### src/rtl/miriscv_mdu_pkg.sv
// MDU opcode encodings and the issue-stage FSM state type.
package miriscv_mdu_pkg;

  localparam int MDU_OP_WIDTH = 3;

  // MDU opcodes, in RV32M funct3 order.
  typedef enum logic [MDU_OP_WIDTH-1:0] {
    MDU_MUL    = 3'd0,
    MDU_MULH   = 3'd1,
    MDU_MULHSU = 3'd2,
    MDU_MULHU  = 3'd3,
    MDU_DIV    = 3'd4,
    MDU_DIVU   = 3'd5,
    MDU_REM    = 3'd6,
    MDU_REMU   = 3'd7
  } mdu_op_e;

  // Issue stage: IDLE waits for a request, EXEC drives the MDU,
  // HOLD presents the captured result to writeback.
  typedef enum logic [1:0] {
    MDU_ISSUE_IDLE = 2'd0,
    MDU_ISSUE_EXEC = 2'd1,
    MDU_ISSUE_HOLD = 2'd2
  } mdu_issue_state_e;

endpackage

### src/rtl/miriscv_pkg.sv
// Core-wide configuration shared by all miriscv blocks.
package miriscv_pkg;

  // Integer register / datapath width.
  localparam int XLEN = 32;

endpackage

### src/rtl/miriscv_mdu_rescache.sv
// Single-entry result cache for the MDU issue stage: remembers the last
// {op, a, b} -> result computed by the MDU and reports a hit on a match.
// Only instantiated when MIRISCV_MDU_RESULT_CACHE_EN is defined.
module miriscv_mdu_rescache
  import miriscv_pkg::*;
  import miriscv_mdu_pkg::*;
(
  input  logic                    clk_i,
  input  logic                    rst_i,
  input  logic                    wr_en_i,
  input  logic [MDU_OP_WIDTH-1:0] wr_op_i,
  input  logic [XLEN-1:0]         wr_a_i,
  input  logic [XLEN-1:0]         wr_b_i,
  input  logic [XLEN-1:0]         wr_result_i,
  input  logic [MDU_OP_WIDTH-1:0] lk_op_i,
  input  logic [XLEN-1:0]         lk_a_i,
  input  logic [XLEN-1:0]         lk_b_i,
  output logic                    hit_o,
  output logic [XLEN-1:0]         hit_result_o
);

  logic                    valid_q, valid_d;
  logic [MDU_OP_WIDTH-1:0] op_q, op_d;
  logic [XLEN-1:0]         a_q, a_d;
  logic [XLEN-1:0]         b_q, b_d;
  logic [XLEN-1:0]         result_q, result_d;

  // Overwrite the entry on every fresh MDU result; only reset invalidates it.
  always_comb begin
    valid_d  = valid_q;
    op_d     = op_q;
    a_d      = a_q;
    b_d      = b_q;
    result_d = result_q;
    if (wr_en_i) begin
      valid_d  = 1'b1;
      op_d     = wr_op_i;
      a_d      = wr_a_i;
      b_d      = wr_b_i;
      result_d = wr_result_i;
    end
  end

  // Entry registers.
  always_ff @(posedge clk_i) begin
    if (rst_i) begin
      valid_q  <= 1'b0;
      op_q     <= '0;
      a_q      <= '0;
      b_q      <= '0;
      result_q <= '0;
    end else begin
      valid_q  <= valid_d;
      op_q     <= op_d;
      a_q      <= a_d;
      b_q      <= b_d;
      result_q <= result_d;
    end
  end

  // Combinational lookup against the incoming request.
  always_comb begin
    hit_o        = valid_q && (op_q == lk_op_i) && (a_q == lk_a_i) && (b_q == lk_b_i);
    hit_result_o = result_q;
  end

endmodule

### src/rtl/miriscv_mdu_issue.sv
// MDU issue stage: accepts one request, drives the MDU until it stops
// stalling, and holds the result for writeback.
// Optional feature: MIRISCV_MDU_RESULT_CACHE_EN adds a single-entry result
// cache that lets a repeated {op, a, b} skip the MDU entirely.
//
// Handshakes: a transfer happens on a cycle where valid and ready are both 1.
// The sender keeps valid and payload steady until that cycle; ready may
// depend combinationally on the receiver's state and on flush_i/rsp_ready_i.
module miriscv_mdu_issue
  import miriscv_pkg::*;
  import miriscv_mdu_pkg::*;
(
  input  logic                    clk_i,
  input  logic                    rst_i,
  input  logic                    req_valid_i,
  output logic                    req_ready_o,
  input  logic [MDU_OP_WIDTH-1:0] req_op_i,
  input  logic [XLEN-1:0]         req_a_i,
  input  logic [XLEN-1:0]         req_b_i,
  input  logic [4:0]              req_rd_i,
  input  logic                    flush_i,
  output logic                    mdu_req_o,
  output logic [MDU_OP_WIDTH-1:0] mdu_op_o,
  output logic [XLEN-1:0]         mdu_port_a_o,
  output logic [XLEN-1:0]         mdu_port_b_o,
  output logic                    mdu_kill_o,
  output logic                    mdu_keep_o,
  input  logic [XLEN-1:0]         mdu_result_i,
  input  logic                    mdu_stall_req_i,
  output logic                    rsp_valid_o,
  input  logic                    rsp_ready_i,
  output logic [XLEN-1:0]         rsp_result_o,
  output logic [4:0]              rsp_rd_o
);

  mdu_issue_state_e        state_q, state_d;
  logic [MDU_OP_WIDTH-1:0] op_q, op_d;
  logic [XLEN-1:0]         a_q, a_d;
  logic [XLEN-1:0]         b_q, b_d;
  logic [4:0]              rd_q, rd_d;
  logic [XLEN-1:0]         result_q, result_d;

  logic accept;
  logic capture;

  // A new request may enter when idle, or when the held result leaves this
  // same cycle; a flush blocks entry so nothing from the flushed stream slips in.
  always_comb begin
    req_ready_o = !flush_i && ((state_q == MDU_ISSUE_IDLE) ||
                               ((state_q == MDU_ISSUE_HOLD) && rsp_ready_i));
    accept      = req_valid_i && req_ready_o;
    capture     = (state_q == MDU_ISSUE_EXEC) && !flush_i && !mdu_stall_req_i;
  end

`ifdef MIRISCV_MDU_RESULT_CACHE_EN
  logic            cache_hit;
  logic [XLEN-1:0] cache_result;

  miriscv_mdu_rescache u_rescache (
    .clk_i        (clk_i),
    .rst_i        (rst_i),
    .wr_en_i      (capture),
    .wr_op_i      (op_q),
    .wr_a_i       (a_q),
    .wr_b_i       (b_q),
    .wr_result_i  (mdu_result_i),
    .lk_op_i      (req_op_i),
    .lk_a_i       (req_a_i),
    .lk_b_i       (req_b_i),
    .hit_o        (cache_hit),
    .hit_result_o (cache_result)
  );
`endif

  // Next-state, operand/result capture and MDU kill.
  always_comb begin
    state_d    = state_q;
    op_d       = op_q;
    a_d        = a_q;
    b_d        = b_q;
    rd_d       = rd_q;
    result_d   = result_q;
    mdu_kill_o = 1'b0;

    case (state_q)
      MDU_ISSUE_IDLE: begin
        if (accept) state_d = MDU_ISSUE_EXEC;
      end
      MDU_ISSUE_EXEC: begin
        if (flush_i) begin
          // The MDU may be mid-division; tell it to abandon the op.
          mdu_kill_o = 1'b1;
          state_d    = MDU_ISSUE_IDLE;
        end else if (!mdu_stall_req_i) begin
          result_d = mdu_result_i;
          state_d  = MDU_ISSUE_HOLD;
        end
      end
      MDU_ISSUE_HOLD: begin
        if (flush_i) begin
          state_d = MDU_ISSUE_IDLE;
        end else if (rsp_ready_i) begin
          state_d = accept ? MDU_ISSUE_EXEC : MDU_ISSUE_IDLE;
        end
      end
      default: state_d = MDU_ISSUE_IDLE;
    endcase

    if (accept) begin
      op_d = req_op_i;
      a_d  = req_a_i;
      b_d  = req_b_i;
      rd_d = req_rd_i;
    end

`ifdef MIRISCV_MDU_RESULT_CACHE_EN
    // A repeated computation goes straight to HOLD with the remembered value.
    if (accept && cache_hit) begin
      state_d  = MDU_ISSUE_HOLD;
      result_d = cache_result;
    end
`endif
  end

  // State and datapath registers.
  always_ff @(posedge clk_i) begin
    if (rst_i) begin
      state_q  <= MDU_ISSUE_IDLE;
      op_q     <= '0;
      a_q      <= '0;
      b_q      <= '0;
      rd_q     <= '0;
      result_q <= '0;
    end else begin
      state_q  <= state_d;
      op_q     <= op_d;
      a_q      <= a_d;
      b_q      <= b_d;
      rd_q     <= rd_d;
      result_q <= result_d;
    end
  end

  // Registered-state outputs toward the MDU and writeback.
  always_comb begin
    mdu_req_o    = (state_q == MDU_ISSUE_EXEC);
    mdu_op_o     = op_q;
    mdu_port_a_o = a_q;
    mdu_port_b_o = b_q;
    rsp_valid_o  = (state_q == MDU_ISSUE_HOLD);
    mdu_keep_o   = (state_q == MDU_ISSUE_HOLD) && !rsp_ready_i;
    rsp_result_o = result_q;
    rsp_rd_o     = rd_q;
  end

endmodule

### config.mk
export PLATFORM = sky130hd
export DESIGN_NAME = miriscv_mdu_issue
export DESIGN_NICKNAME = d
export VERILOG_FILES = /design/src/rtl/miriscv_mdu_pkg.sv /design/src/rtl/miriscv_pkg.sv /design/src/rtl/miriscv_mdu_rescache.sv /design/src/rtl/miriscv_mdu_issue.sv
export SDC_FILE = /design/constraint.sdc
export NUM_CORES = 1
export LEC_CHECK = 0
export ABC_AREA = 0
export CAP_MARGIN = 25
export CORE_MARGIN = 1.5
export CORE_UTILIZATION = 41
export DETAILED_ROUTE_END_ITERATION = 8
export PLACE_DENSITY = 0.84
export SYNTH_ARGS = -nofsm -noshare
export SYNTH_HDL_FRONTEND = slang
export SYNTH_HIERARCHICAL = 1
export SYNTH_SLANG_ARGS = --single-unit
### constraint.sdc
create_clock -name clk_i -period 1.8 [get_ports clk_i]
set_clock_uncertainty 0.2 [all_clocks]
set_input_delay 0.36 -clock clk_i [delete_from_list [all_inputs] [get_ports clk_i]]
set_output_delay 0.36 -clock clk_i [all_outputs]
set_load 0.005 [all_outputs]
==> impl_metrics.env <==
export IMPL_status="finished with violations"
export IMPL_violations="setup timing"
export IMPL_final_hold_viol_count=0
export IMPL_grt_max_degree=74
export IMPL_dieHeight_um=107.4
export IMPL_clockBufferDepth=2
export IMPL_ys_warn_count=6
export IMPL_grt_pass1_wl_um=19880
export IMPL_nets=821
export IMPL_initial_core_util=0.4272
export IMPL_cts_sinks=106
export IMPL_yosys_area_share_simple=0.2693
export IMPL_post_layout_nonfiller_instances=852
export IMPL_synth_compound_area_frac=0.04395
export IMPL_drv_cap=0
export IMPL_synth_adder_area_share=0
export IMPL_ant_nets=0
export IMPL_rows=37
export IMPL_grt_overflow=0
export IMPL_synthCells=469
export IMPL_critical_path_top_delay_family="buffers and inverters"
export IMPL_synth_mux_area_fraction=0.1635
export IMPL_peakVddDrop_mv=0.6227
export IMPL_firstDrtPassIters=6
export IMPL_ys_types=20
export IMPL_syn_area_per_cell_um2=9.529
export IMPL_yosysSeqAreaShare=0.4748
export IMPL_p_leak_nw=3.734
export IMPL_finalCritPeriodShare=1.012
export IMPL_slowest_stage="dfxtp_4"
export IMPL_p_int_w=0.003921
export IMPL_mappedNetlistArea_um2=4469
export IMPL_synth_top_family_by_area="simple AND/OR/NAND/NOR gates"
export IMPL_drt_iter0_markers=122
export IMPL_synthXorXnorAreaFrac=0
export IMPL_crit_arrival_ns=1.92
export IMPL_place_inst=815
export IMPL_tns_ns=-0.03191
export IMPL_fin_area_um2=7538
export IMPL_antenna_cells=0
export IMPL_wl_um=13040
export IMPL_worstSetupStartpointType="register"
export IMPL_vias=4038
export IMPL_crit_fanout=8
export IMPL_p_comb_frac=0.173
export IMPL_relSlewSlack=0.7388
export IMPL_worst_slack_ns=-0.02076
export IMPL_cp_cell_sequence="buf_6, a2111oi_4, buf_4, buf_12, clkbuf_16, mux2i_1"
export IMPL_cts_tree="built"
export IMPL_via_per_inst=4.739
export IMPL_areaGrowthSynthToFinish_pct=68.67
export IMPL_ys_ff_latch=106
export IMPL_gp_routability_congestion=0.8163
export IMPL_ctsHtreeMaxLevel=3
export IMPL_seqPwrFrac=0.492
export IMPL_dp_hpwl_um=9159
export IMPL_max_clock_freq_ghz=0.5492
export IMPL_hold_class="reg2reg"
export IMPL_antenna_found_initial=0
export IMPL_grt_usage=0.2221
export IMPL_grt_pass1_vias=4083
export IMPL_dieArea_um2=11540
export IMPL_fin_util=0.7205
export IMPL_core_um2=10460
export IMPL_worstMarginPinSlew_ns=0.3902
export IMPL_cpPeakStageDelay_ns=0.39
export IMPL_crit_required_ns=1.90
export IMPL_remaining_drc_errors=0
export IMPL_rsz0062_at_grt="yes"
export IMPL_min_period_ns=1.821
export IMPL_power_switching_w=0.001159
export IMPL_cts_buffers=9
export IMPL_post_dp_cell_area_um2=6918
export IMPL_cts_root_buffer_cell="clkbuf_8"
export IMPL_wire_per_inst_um=15.31
export IMPL_setup_viol=4
export IMPL_portBuffers=218
export IMPL_die_width_um=107.4
export IMPL_drive_gt1_frac=0.1802
export IMPL_pin_count=219
export IMPL_clockPowerShare=0.335
export IMPL_syn_num_nets=579
export IMPL_cp_buffers_inverters=4
export IMPL_p_sw_frac=0.2282
export IMPL_power_density_nw_per_um2=673.9
export IMPL_final_max_slew_viol_count=0
export IMPL_crit_type="reg2reg"
export IMPL_cts_reportedPaths_clkPinSlew_ns=0.10
export IMPL_endpoint_kind="register"
export IMPL_clock_latency_ns=0.37
==> routing by layer <==
metal,track usage,part of all wire
met1,0.2419,0.38
met2,0.3995,0.53
met3,0.06719,0.055
met4,0.09117,0.032
met5,0,0
==> cell type report <==
cell class	instances	area [um^2]
Sequential cell	106	2192
Clock buffer	12	165.2
Fill cell	771	2924
Timing Repair Buffer	265	2748
Clock inverter	4	72.57
Multi-Input combinational cell	326	2180
Tap cell	136	170.2
Inverter	3	11.26
==> worst register-to-register path: stages (launching register included) <==
cell and delay, ns:
dfxtp_4 0.39, buf_6 0.13, a2111oi_4 0.31, buf_4 0.18, buf_12 0.16, clkbuf_16 0.18
mux2i_1 0.20
==> logic make-up (layout without fill, tap and decap cells) <==
logic type	after synthesis	in the layout
simple gates	217	217
mux	73	73
flops	106	106
buf+inv	37	284
compound gates	36	36
==> through the flow <==
step / hold WS [ns] / power [W] / setup WS (ns)
2_1_floorplan: 0.2369 / 0.002855 / 0.1923
3_3_place_gp: 0.2419 / 0.003377 / -0.4593
3_5_place_dp: 0.2453 / 0.003399 / -0.5195
4_1_cts: 0.2567 / 0.005109 / -0.05117
5_1_grt: 0.2720 / 0.005309 / -0.1007
6_report: 0.2557 / 0.005080 / -0.02076
==> cells in the mapped netlist <==
cell type,instances,area share
nand2b_1,145,0.20
dfxtp_1,106,0.47
mux2i_1,73,0.16
nand2_1,65,0.055
a21oi_1,33,0.037
clkbuf_1,18,0.015
buf_6,8,0.020
buf_2,5,0.0056
buf_4,3,0.0050
inv_1,3,0.0025
a2111oi_2,1,0.0034
a211oi_1,1,0.0017
and2_1,1,0.0014
nor2_1,1,0.00084
nor2b_1,1,0.0014
nor3_1,1,0.0011
nor4b_2,1,0.0034
o22a_1,1,0.0020
or3_1,1,0.0014
or4b_1,1,0.0022
==> cells in the final DEF, fill, tap and decap left out, types with 2 or more instances in the layout <==
cell and instances:
nand2b_1 144, clkdlybuf4s50_1 105, mux2i_1 71, dlygate4sd2_1 70, nand2_1 65, dfxtp_2 53, dfxtp_1 52, dlymetal6s2s_1 38
a21oi_1 33, buf_4 28, clkbuf_8 12, buf_6 7, buf_12 7, inv_1 3, buf_16 3, mux2i_2 2
bufinv_16 2, clkbuf_16 2, buf_2 2
==> registers in the layout, summed over array words and instances (netlist names) <==
register,cells
rsp_rd_o,5
mdu_op_o,3
rsp_result_o,32
mdu_port_b_o,32
state_q,2
mdu_port_a_o,32
==> timing repair <==
action	CTS	global route
hold endpoints to repair	0	0
resized for setup	143	54
hold buffers	0	0
buffers inserted	10	6
pin swaps	1	2
gates cloned	3	3
endpoints found under the setup margin	180	129
==> worst paths after layout <==
path | to | slack, ns | startpoint | cells after the start
setup reg to reg | mdu_port_b_o[31]$_SDFFE_PP0P_ | -0.02 | state_q[1]$_SDFFE_PP0P_ | 6
hold / removal | rsp_result_o[6]$_SDFFE_PP0P_ | 0.26 | rsp_result_o[6]$_SDFFE_PP0P_ | 2
setup / recovery | mdu_port_b_o[31]$_SDFFE_PP0P_ | -0.02 | state_q[1]$_SDFFE_PP0P_ | 6
hold reg to reg | rsp_result_o[6]$_SDFFE_PP0P_ | 0.26 | rsp_result_o[6]$_SDFFE_PP0P_ | 2
==> power by group through the flow <==
stage / registers, W / clock network (W) / logic, W
finish: 0.00250 / 0.00170 / 0.000877
global route: 0.00251 / 0.00186 / 0.000939
CTS: 0.00250 / 0.00175 / 0.000860
detailed placement: 0.00255 / 0 / 0.000849
global placement: 0.00255 / 0 / 0.000831
floorplan: 0.00255 / 0 / 0.000302
Power figures use the tool's default switching activity.
